[src/rtl/color_detector_if.sv]
// Handshake/result bundle between the sensor selector (master) and the
// color detector (slave). With RAW_COUNTS_EN defined the bundle also
// carries the raw {C,B,G,R} filter counts of the last measurement.
interface color_detector_if #(
  parameter int COUNT_W = 16
);
  logic                 startDetection;
  logic [3:0]           sensorSelect;
  logic                 detectionComplete;
  logic [2:0]           detectedColor;
  logic [3:0]           resultSensor;
`ifdef RAW_COUNTS_EN
  logic [4*COUNT_W-1:0] rawCounts;

  modport master (
    output startDetection, sensorSelect,
    input  detectionComplete, detectedColor, resultSensor, rawCounts
  );
  modport slave (
    input  startDetection, sensorSelect,
    output detectionComplete, detectedColor, resultSensor, rawCounts
  );
`else
  modport master (
    output startDetection, sensorSelect,
    input  detectionComplete, detectedColor, resultSensor
  );
  modport slave (
    input  startDetection, sensorSelect,
    output detectionComplete, detectedColor, resultSensor
  );
`endif
endinterface

[src/rtl/color_detector.sv]
// color_detector: on a start pulse, steps the photodiode filters
// red/green/blue/clear, counts sensorOut rising edges over a fixed gate per
// filter after a settle delay, classifies the color and pulses completion.
// Optional feature macro: RAW_COUNTS_EN (exports {C,B,G,R} counts).
module color_detector #(
  parameter int SETTLE_CYCLES = 1000,
  parameter int GATE_CYCLES   = 10000,
  parameter int COUNT_W       = 16,
  parameter int MIN_CLEAR     = 64
) (
  input  logic             clk,
  input  logic             reset,
  input  logic             sensorOut,
  output logic [1:0]       filterSelect,
  color_detector_if.slave  bus
);

  typedef enum logic [1:0] {S_IDLE, S_SETTLE, S_COUNT, S_CLASSIFY} state_t;

  localparam int MAXC = (SETTLE_CYCLES > GATE_CYCLES) ? SETTLE_CYCLES : GATE_CYCLES;
  localparam int TW   = $clog2(MAXC) + 1;
  localparam int CW1  = COUNT_W + 1;

  localparam logic [2:0] C_NONE   = 3'd0;
  localparam logic [2:0] C_RED    = 3'd1;
  localparam logic [2:0] C_GREEN  = 3'd2;
  localparam logic [2:0] C_BLUE   = 3'd3;
  localparam logic [2:0] C_YELLOW = 3'd4;

  state_t                    r_state, w_next;
  logic                      r_sync1, r_sync2, r_prev;
  logic [TW-1:0]             r_timer;
  logic [COUNT_W-1:0]        r_edge;
  logic [3:0][COUNT_W-1:0]   r_cnt;   // index 0 R, 1 G, 2 B, 3 C
  logic [1:0]                r_fidx;
  logic [1:0]                r_fsel;
  logic [3:0]                r_sel;
  logic                      r_done;
  logic [2:0]                r_color;
  logic [3:0]                r_result;
`ifdef RAW_COUNTS_EN
  logic [4*COUNT_W-1:0]      r_raw;
`endif

  logic                      w_rise;
  logic                      w_settle_done, w_gate_done;
  logic [COUNT_W-1:0]        w_cnt_inc;
  logic [CW1-1:0]            w_r, w_g, w_b, w_c;
  logic [CW1-1:0]            w_r125, w_g125, w_b125, w_b150;
  logic [2:0]                w_color;

  // Filter index -> {S2,S3} code: red 00, green 11, blue 01, clear 10.
  function automatic logic [1:0] f_fsel(input logic [1:0] idx);
    case (idx)
      2'd0:    f_fsel = 2'b00;
      2'd1:    f_fsel = 2'b11;
      2'd2:    f_fsel = 2'b01;
      default: f_fsel = 2'b10;
    endcase
  endfunction

  assign w_rise        = r_sync2 & ~r_prev;
  assign w_settle_done = (r_state == S_SETTLE) && (r_timer == TW'(SETTLE_CYCLES - 1));
  assign w_gate_done   = (r_state == S_COUNT)  && (r_timer == TW'(GATE_CYCLES - 1));
  // Saturating increment; includes a rise landing in the last gate cycle.
  assign w_cnt_inc     = (w_rise && (r_edge != '1)) ? r_edge + 1'b1 : r_edge;

  // Synchronize the asynchronous sensor frequency and keep the previous level.
  always_ff @(posedge clk or posedge reset) begin
    if (reset) begin
      r_sync1 <= 1'b0;
      r_sync2 <= 1'b0;
      r_prev  <= 1'b0;
    end else begin
      r_sync1 <= sensorOut;
      r_sync2 <= r_sync1;
      r_prev  <= r_sync2;
    end
  end

  // State register.
  always_ff @(posedge clk or posedge reset) begin
    if (reset) r_state <= S_IDLE;
    else       r_state <= w_next;
  end

  // Next-state logic; starts outside IDLE are simply not looked at.
  always_comb begin
    w_next = r_state;
    case (r_state)
      S_IDLE:     if (bus.startDetection) w_next = S_SETTLE;
      S_SETTLE:   if (w_settle_done) w_next = S_COUNT;
      S_COUNT:    if (w_gate_done) w_next = (r_fidx == 2'd3) ? S_CLASSIFY : S_SETTLE;
      S_CLASSIFY: w_next = S_IDLE;
      default:    w_next = S_IDLE;
    endcase
  end

  // Classification on counts widened by one bit so the 1.25x/1.5x sums never wrap.
  always_comb begin
    w_r    = {1'b0, r_cnt[0]};
    w_g    = {1'b0, r_cnt[1]};
    w_b    = {1'b0, r_cnt[2]};
    w_c    = {1'b0, r_cnt[3]};
    w_r125 = w_r + (w_r >> 2);
    w_g125 = w_g + (w_g >> 2);
    w_b125 = w_b + (w_b >> 2);
    w_b150 = w_b + (w_b >> 1);
    w_color = C_NONE;
    if (w_c < CW1'(MIN_CLEAR))                    w_color = C_NONE;
    else if (w_r >= w_g125 && w_r >= w_b125)      w_color = C_RED;
    else if (w_g >= w_r125 && w_g >= w_b125)      w_color = C_GREEN;
    else if (w_b >= w_r125 && w_b >= w_g125)      w_color = C_BLUE;
    else if (w_r > w_b150 && w_g > w_b150)        w_color = C_YELLOW;
  end

  // Measurement datapath: timers, edge counting, filter stepping, result registers.
  always_ff @(posedge clk or posedge reset) begin
    if (reset) begin
      r_timer  <= '0;
      r_edge   <= '0;
      r_cnt    <= '0;
      r_fidx   <= 2'd0;
      r_fsel   <= 2'b00;
      r_sel    <= 4'd0;
      r_done   <= 1'b0;
      r_color  <= C_NONE;
      r_result <= 4'd0;
`ifdef RAW_COUNTS_EN
      r_raw    <= '0;
`endif
    end else begin
      r_done <= 1'b0;
      case (r_state)
        S_IDLE: begin
          if (bus.startDetection) begin
            r_sel   <= bus.sensorSelect;
            r_fidx  <= 2'd0;
            r_fsel  <= 2'b00;
            r_timer <= '0;
          end
        end
        S_SETTLE: begin
          if (w_settle_done) begin
            r_timer <= '0;
            r_edge  <= '0;
          end else begin
            r_timer <= r_timer + 1'b1;
          end
        end
        S_COUNT: begin
          if (w_gate_done) begin
            r_cnt[r_fidx] <= w_cnt_inc;
            r_timer       <= '0;
            if (r_fidx != 2'd3) begin
              r_fidx <= r_fidx + 2'd1;
              r_fsel <= f_fsel(r_fidx + 2'd1);
            end
          end else begin
            r_timer <= r_timer + 1'b1;
            r_edge  <= w_cnt_inc;
          end
        end
        S_CLASSIFY: begin
          r_color  <= w_color;
          r_result <= r_sel;
          r_done   <= 1'b1;
`ifdef RAW_COUNTS_EN
          r_raw    <= {r_cnt[3], r_cnt[2], r_cnt[1], r_cnt[0]};
`endif
        end
        default: ;
      endcase
    end
  end

  assign filterSelect          = r_fsel;
  assign bus.detectionComplete = r_done;
  assign bus.detectedColor     = r_color;
  assign bus.resultSensor      = r_result;
`ifdef RAW_COUNTS_EN
  assign bus.rawCounts         = r_raw;
`endif

endmodule

[src/flat_wrapper.sv]
// flat-port wrapper written by rule: the top's interface ports become plain ports
module color_detector_flat 
#(
  parameter int SETTLE_CYCLES = 1000,
  parameter int GATE_CYCLES   = 10000,
  parameter int COUNT_W       = 16,
  parameter int MIN_CLEAR     = 64
)
  (clk, reset, sensorOut, filterSelect, bus_startDetection, bus_sensorSelect, bus_detectionComplete, bus_detectedColor, bus_resultSensor);
  color_detector_if #(.COUNT_W(COUNT_W)) bus_i ();
  input  logic clk;
  input  logic reset;
  input  logic sensorOut;
  output logic [1:0] filterSelect;
  input wire logic [$bits(bus_i.startDetection)-1:0] bus_startDetection;
  input wire logic [$bits(bus_i.sensorSelect)-1:0] bus_sensorSelect;
  output wire logic [$bits(bus_i.detectionComplete)-1:0] bus_detectionComplete;
  output wire logic [$bits(bus_i.detectedColor)-1:0] bus_detectedColor;
  output wire logic [$bits(bus_i.resultSensor)-1:0] bus_resultSensor;
  assign bus_i.startDetection = bus_startDetection;
  assign bus_i.sensorSelect = bus_sensorSelect;
  assign bus_detectionComplete = bus_i.detectionComplete;
  assign bus_detectedColor = bus_i.detectedColor;
  assign bus_resultSensor = bus_i.resultSensor;
  color_detector #(.SETTLE_CYCLES(SETTLE_CYCLES), .GATE_CYCLES(GATE_CYCLES), .COUNT_W(COUNT_W), .MIN_CLEAR(MIN_CLEAR)) u_core (.clk(clk), .reset(reset), .sensorOut(sensorOut), .filterSelect(filterSelect), .bus(bus_i));
endmodule
[config.mk]
export PLATFORM = sky130hd
export DESIGN_NAME = color_detector_flat
export DESIGN_NICKNAME = d
export VERILOG_FILES = /design/src/rtl/color_detector_if.sv /design/src/rtl/color_detector.sv /design/src/flat_wrapper.sv
export SDC_FILE = /design/constraint.sdc
export NUM_CORES = 1
export LEC_CHECK = 0
export ABC_AREA = 1
export BUFFER_PORTS_ARGS = -buffer_cell sky130_fd_sc_hd__buf_2
export CAP_MARGIN = 20
export CORE_MARGIN = 4
export CORE_UTILIZATION = 30
export CTS_CLUSTER_SIZE = 10
export DETAILED_ROUTE_END_ITERATION = 10
export GPL_ROUTABILITY_DRIVEN = 0
export GPL_TIMING_DRIVEN = 1
export SYNTH_ARGS = -nofsm -noshare
export SYNTH_HDL_FRONTEND = slang
export SYNTH_SLANG_ARGS = --single-unit
[constraint.sdc]
create_clock -name clk -period 4.06 [get_ports clk]
set_clock_uncertainty 0.15 [all_clocks]
set_input_delay 0.406 -clock clk [delete_from_list [all_inputs] [get_ports clk]]
set_output_delay 0.406 -clock clk [all_outputs]
set_load 0.02 [all_outputs]
======== Word level (Yosys, flattened, before mapping) ========
Index checks and enable logic that the tools add are counted.
W data, S select, Z words.
operators by class
  add/sub/neg operators ................... 7
  multipliers ............................. 0
  div/mod/pow operators ................... 0
  magnitude comparators ................... 11
  eq/ne operators ......................... 15
  shift-type cells ........................ 0
  muxes and demuxes ....................... 30
  bitwise operators ....................... 2
  reduce and logical (&&, ||, !) cells .... 19
operators with widths
  kind                     number
  $ge A16 B17 Y1           6
  $bwmux W64               1
  $mux W16                 4
  $add A16 B14 Y17         3
  $mux W15                 3
  $pmux W15 S3             1
  $gt A16 B17 Y1           2
  $demux W16 S2            1
  $pmux W16 S2             1
  $mux W2                  9
  $add A16 B15 Y17         1
  $add A16 B1 Y16 const B  1
  $lt A16 B7 Y1 const B    1
  $ne A16 B16 Y1 const B   1
  $add A15 B1 Y15 const B  1
  $eq A15 B10 Y1 const B   1
  $eq A15 B14 Y1 const B   1
  $mux W3                  5
  $eq A2 B2 Y1 const B     4
  $logic_and A1 B1 Y1      8
  $ne A2 B2 Y1 const B     4
  $pmux W2 S2              2
  $pmux W2 S4              1
  $pmux W2 S3              1
  14 further kinds         21
word-level totals
  register bits ........................... 116
  bits in latches ......................... 0
  bits in writable memories ............... 0
  memory bits (read-only) ................. 0
  input bits .............................. 8
  output and inout bits ................... 10
  memories ................................ 0

======== Longest topological paths before layout ========
  word-level depth ........................ 8
  mapped depth ............................ 27

======== Worst setup path before layout ========
OpenSTA, ideal clock, no wires.
  path type ............................... reg-to-reg
  from .................................... reg u_core.r_cnt[34] (netlist bit)
  to ...................................... reg u_core.r_color[0], in the netlist u_core.bus.detectedColor[0]
  setup time .............................. 0.116 ns
  arrival ................................. 3.161 ns
  required time ........................... 3.794 ns
  path slack .............................. 0.633 ns
  stages on the path, launching flop included .. 23
  path buffers ............................ 0
  cell sequence ........................... dfrtp_1 -> ha_1 -> fa_1 -> nand3_1 -> nand2_1 -> nand2_1 -> nand2_1 -> a21boi_1 -> o21ai_1 -> nand2_1 -> nand2_1 -> xor2_1 -> ha_1 -> nand2_1 -> o41a_1 -> o21ai_0 -> a21oi_1 -> nor2_1 -> nand2_1 -> nand3_1 -> nand2_1 -> nand2_1 -> nand2_1
on the way
  longest elaborated chain between the ends .. 6
ends and longest elaborated chain
  what                                                          line                                          RTL
  start: declaration                                            color_detector.sv:34                          logic [3:0][COUNT_W-1:0] r_cnt;
  start signal: indexed assignment                              color_detector.sv:153                         r_cnt[r_fidx] <= w_cnt_inc;
  $add A16 B14 Y17 / $ge A16 B17 Y1 (equally long branches)     color_detector.sv:107, color_detector.sv:113
  $ge A16 B17 Y1 / $logic_and A1 B1 Y1 (equally long branches)  color_detector.sv:112, color_detector.sv:113
  $logic_and A1 B1 Y1 / $mux W3 (equally long branches)         color_detector.sv:112, color_detector.sv:113
  $mux W3                                                       color_detector.sv:112                         else if (w_g >= w_r125 && w_g >= w_b125) w_color = C_GREEN;
  $mux W3 (*)                                                   color_detector.sv:111                         else if (w_r >= w_g125 && w_r >= w_b125) w_color = C_RED;
  $mux W3 (*)                                                   color_detector.sv:110                         if (w_c < CW1'(MIN_CLEAR)) w_color = C_NONE;
  end signal: assignment                                        color_detector.sv:165                         r_color <= w_color;
  end: declaration                                              color_detector.sv:39                          logic [2:0] r_color;
Mark *: on every way between the ends. The rest lies on a longest branch, timed or not.
A chain may end at the register's enable or synchronous reset.

======== Worst setup path in the final report ========
  from .................................... reg u_core.r_cnt[32] (netlist bit)
  to ...................................... reg u_core.r_color[0], in the netlist u_core.bus.detectedColor[0]
The elaborated chain is that of the path after synthesis.

==> summary.txt <==
CTS
  – CTS tree: built
  – Clock Pin Slew Worst Setup and Hold Paths: ~0.080 ns
  – H-tree levels: 3
  – Clk root buf: clkbuf_16
  – Sink Count: around 110
  – Clk buf depth: 2
  – Skew-Pair Late Insertion Delay: 0.36 ns
  – CTS Buf Count: 9

Logic synthesis
  – Count leader, synth: nand2_1
  – Top cell type by total area after synthesis: dfrtp_1
  – Synth Flop Type: dfrtp_1
  – Post-synth top cells: 336 x nand2_1, 185 x ha_1, 144 x inv_1, 109 x dfrtp_1, 89 x a21oi_1
  – Async SR Flop Fraction: between 90% and 100%
  – Synthesized flop and latch total: 109
  – Syn avg cell area: between 7 and 8 um^2
  – Syn Inst Count: 1401
  – Synth Warn #: 0
  – Largest cells by area after synthesis: dfrtp_1 26%, ha_1 22%, nand2_1 12%
  – Synth top area share: between 20% and 30%
  – Synth cell types: 56
  – Net count after synthesis: 1598
  – Post-Syn Area: 10600 um^2
  – Post-synthesis sequential area ratio: roughly a quarter
  – Post-synth EDFFs: 0

Die
  – Die Area: between 30000 and 40000 um^2
  – Core area: ~35000 um^2
  – Row cnt: 68
  – Starting Density: between 30% and 40%
  – Die width: ~200 um
  – Die height: 196 um
  – I/O pins: 18

STA
  – Worst Tran Pin Value: around 0.7 ns
  – Final hold vios: 6
  – Tcrit/Tclk final: 95.2%
  – Fin Setup TNS: 0 ns
  – Crit path time final: between 3 and 4 ns
  – RSZ-0062 raised after global routing: true
  – Fmax achieved: 259 MHz
  – Final WS setup: about 0.20 ns
  – Count of final setup violators: 0
  – Hold_ws: -0.0150 ns
  – Slew headroom: a little over half
  – Slew Viols, Final: 0

Layout
  – Antenna Cells: 0
  – Filler cell count: 3685
  – Non-Filler Instances: between 1500 and 2000
  – Nets@finish: roughly 1700
  – Layout area overhead: 13.4%
  – Fin area: roughly 12000 um^2
  – Final core occ: a little over a third
  – Layout cell share with drive strength beyond 1: between 10% and 20%

Place
  – Post-DP Area: ~12000 um^2
  – Placed cells: ~1900
  – Port Buffers: 17
  – Post-Place Setup Slack: 0.128 ns
  – Dpl hpwl: around 26000 um

Worst setup path
  – Slowest stage delay, CP: about 0.47 ns
  – CP startpoint: u_core.r_cnt[32]
  – WP data arrival: 3.98 ns
  – Crit-path cells: ha_1, fa_1, nand3_1, nand2_1, nand2_1, nand2_1, a21boi_2, o21ai_1, nand2_1, nand2_1, xor2_1, ha_1, nand2_1, o41a_1, o21ai_0, a21oi_1, nor2_1, nand2_1, nand3_1, nand2_1, nand2_1, nand2_1
  – Worst EP required: 4.18 ns
  – Critical Path Fanout Max: 4
  – Setup CP Type: flip-flop to flip-flop
  – CP most frequent cell: nand2_1
  – CP endpoint kind: flip-flop
  – CP startpoint kind: flip-flop
  – Worst r2r src: u_core.r_cnt[32]
  – Slowest CP cell: dfrtp_2

Routing
  – Drt initial violations: between 600 and 700
  – Routed Antenna Nets: 0
  – DRC violations left: 0
  – Via Count: between 9000 and 10000
  – DR WL/cell: 16.4 um
  – WL final: about 32000 um
  – Pre-Repair DR Iteration Count: 5
  – Via density: between 5 and 6

Pwr
  – VDD IR max: about 0.37 mV
  – Sequential Power Share: a little over two fifths
  – P_leak: between 6 and 7 nW
  – Pwr/cell area: approximately 240 nW/um^2
  – Gate power share: between 20% and 30%
  – Clock Power Share: a little over a third
  – Internal Power: roughly 1.9 mW
  – Switching power total: about 0.97 mW
  – Sw frac: 33.7%

Run status
  – Status: finished, violations left
  – Violated checks: negative hold slack

Job
  – # Max-Cap Violations: 0

Global route
  – Antenna violations before repair: 0
  – Largest net degree at the start of global routing: 54
  – First-pass GRT wire length: approximately 50000 um
  – Number of global-route vias before repair: about 10000
  – GR Overflow Total: 0
  – Total track usage: 16.2%

Worst hold path
  – HP Class: primary input to async pin
per-stage QoR:
step / total power [mW] / hold WS (ns)
global placement: 1.86 / 0.183
CTS: 2.90 / 0.0157
floorplan: 1.71 / 0.181
detailed placement: 1.87 / 0.186
global route: 3.03 / 0.0420
finish: 2.87 / -0.0150
worst max-delay path, delay by kind of cell, from the launching register on:
kind,cells,cell delay [ns]
AO/OA/AOI/OAI,5,0.95
adder cells (fa/ha/maj),3,0.98
XOR/XNOR,1,0.16
AND/OR/NAND/NOR,13,1.05
flip-flops,1,0.47
cell usage in the layout, fill, tap and decap left out, types with 16 or more instances in the layout:
cell type	Yosys	final
nand2_1	336	335
ha_1	185	173
inv_1	144	143
dfrtp_1	109	100
nor2_1	87	87
a21oi_1	89	87
o21ai_0	87	86
nand3_1	60	59
xor2_1	43	43
buf_4	1	43
nor3_1	31	31
nand4_1	30	30
xnor2_1	22	21
buf_2	2	17
nand2_2	15	16
logic make-up (layout without fill, tap and decap cells):
kind of cell / after synthesis / count (layout) / share of synthesized area, %
multiplexers: 4 / 4 / 0.424
AO/OA/AOI/OAI: 258 / 258 / 14.0
AND/OR/NAND/NOR: 611 / 611 / 26.0
buffers and inverters: 164 / 226 / 5.92
adder cells (fa/ha/maj): 189 / 189 / 22.5
XOR/XNOR: 66 / 66 / 5.51
flip-flops: 109 / 109 / 25.7
path summary, 6_finish.rpt:
check / endpoint / slack (ns) / cells past startpoint
worst min register to register: u_core.r_sync2 / 0.20 / 0
max in group asynchronous: u_core.r_cnt[6] / 2.87 / 3
worst max register to register: u_core.bus.detectedColor[0] / 0.20 / 22
worst min-delay path: u_core.r_sync1 / -0.02 / 2
worst max-delay path: u_core.bus.detectedColor[0] / 0.20 / 22
min in group clk: u_core.r_sel[1] / 0.12 / 2
routing by layer:
layer / vias to the layer above / wire length, um / GRT usage [%]
met5: - / 0 / 0
met4: 0 / 788 / 5.04
met3: 42 / 1490 / 1.65
met2: 235 / 14300 / 26.6
met1: 4669 / 14900 / 22.5
li1: 4904 / - / -
cell type report:
| cell class | count | area, um^2 | area share, % |
|---|---|---|---|
| clock buffer | 9 | 225 | 1.87 |
| timing repair buffer | 61 | 418 | 3.47 |
| inverter | 149 | 562 | 4.66 |
| multi-input combinational | 1128 | 7420 | 61.6 |
| tap | 455 | 569 | 4.72 |
| clock inverter | 7 | 114 | 0.945 |
| sequential | 109 | 2740 | 22.7 |
registers in the layout (all words and copies together), names as in the netlist:
| signal | cells |
|---|---|
| u_core.bus.detectedColor | 3 |
| u_core.r_state | 2 |
| u_core.filterSelect | 2 |
| u_core.bus.resultSensor | 4 |
| u_core.r_fidx | 1 |
| u_core.r_timer | 15 |
| u_core.r_sync2 | 1 |
| u_core.r_sync1 | 1 |
| u_core.r_cnt | 58 |
| u_core.r_sel | 4 |
| u_core.r_edge | 16 |
| u_core.r_prev | 1 |
| u_core.bus.detectionComplete | 1 |
power groups by stage:
| stage | sequential (mW) | clock [mW] | combinational (mW) |
|---|---|---|---|
| final | 1.22 | 1.03 | 0.621 |
| after global routing | 1.23 | 1.09 | 0.700 |
| after CTS | 1.22 | 1.05 | 0.626 |
| after detailed placement | 1.24 | 0 | 0.625 |
| after global placement | 1.24 | 0 | 0.616 |
| after floorplan | 1.26 | 0 | 0.447 |
timing repair:
| action | in CTS | in global routing |
|---|---|---|
| endpoints found under the setup margin | 0 | 3 |
| resized for setup | 0 | 33 |
| setup buffers | 0 | 3 |
| hold buffers | 1 | 0 |
| endpoints found under the hold margin | 1 | 0 |
Power figures use the tool's default switching activity.
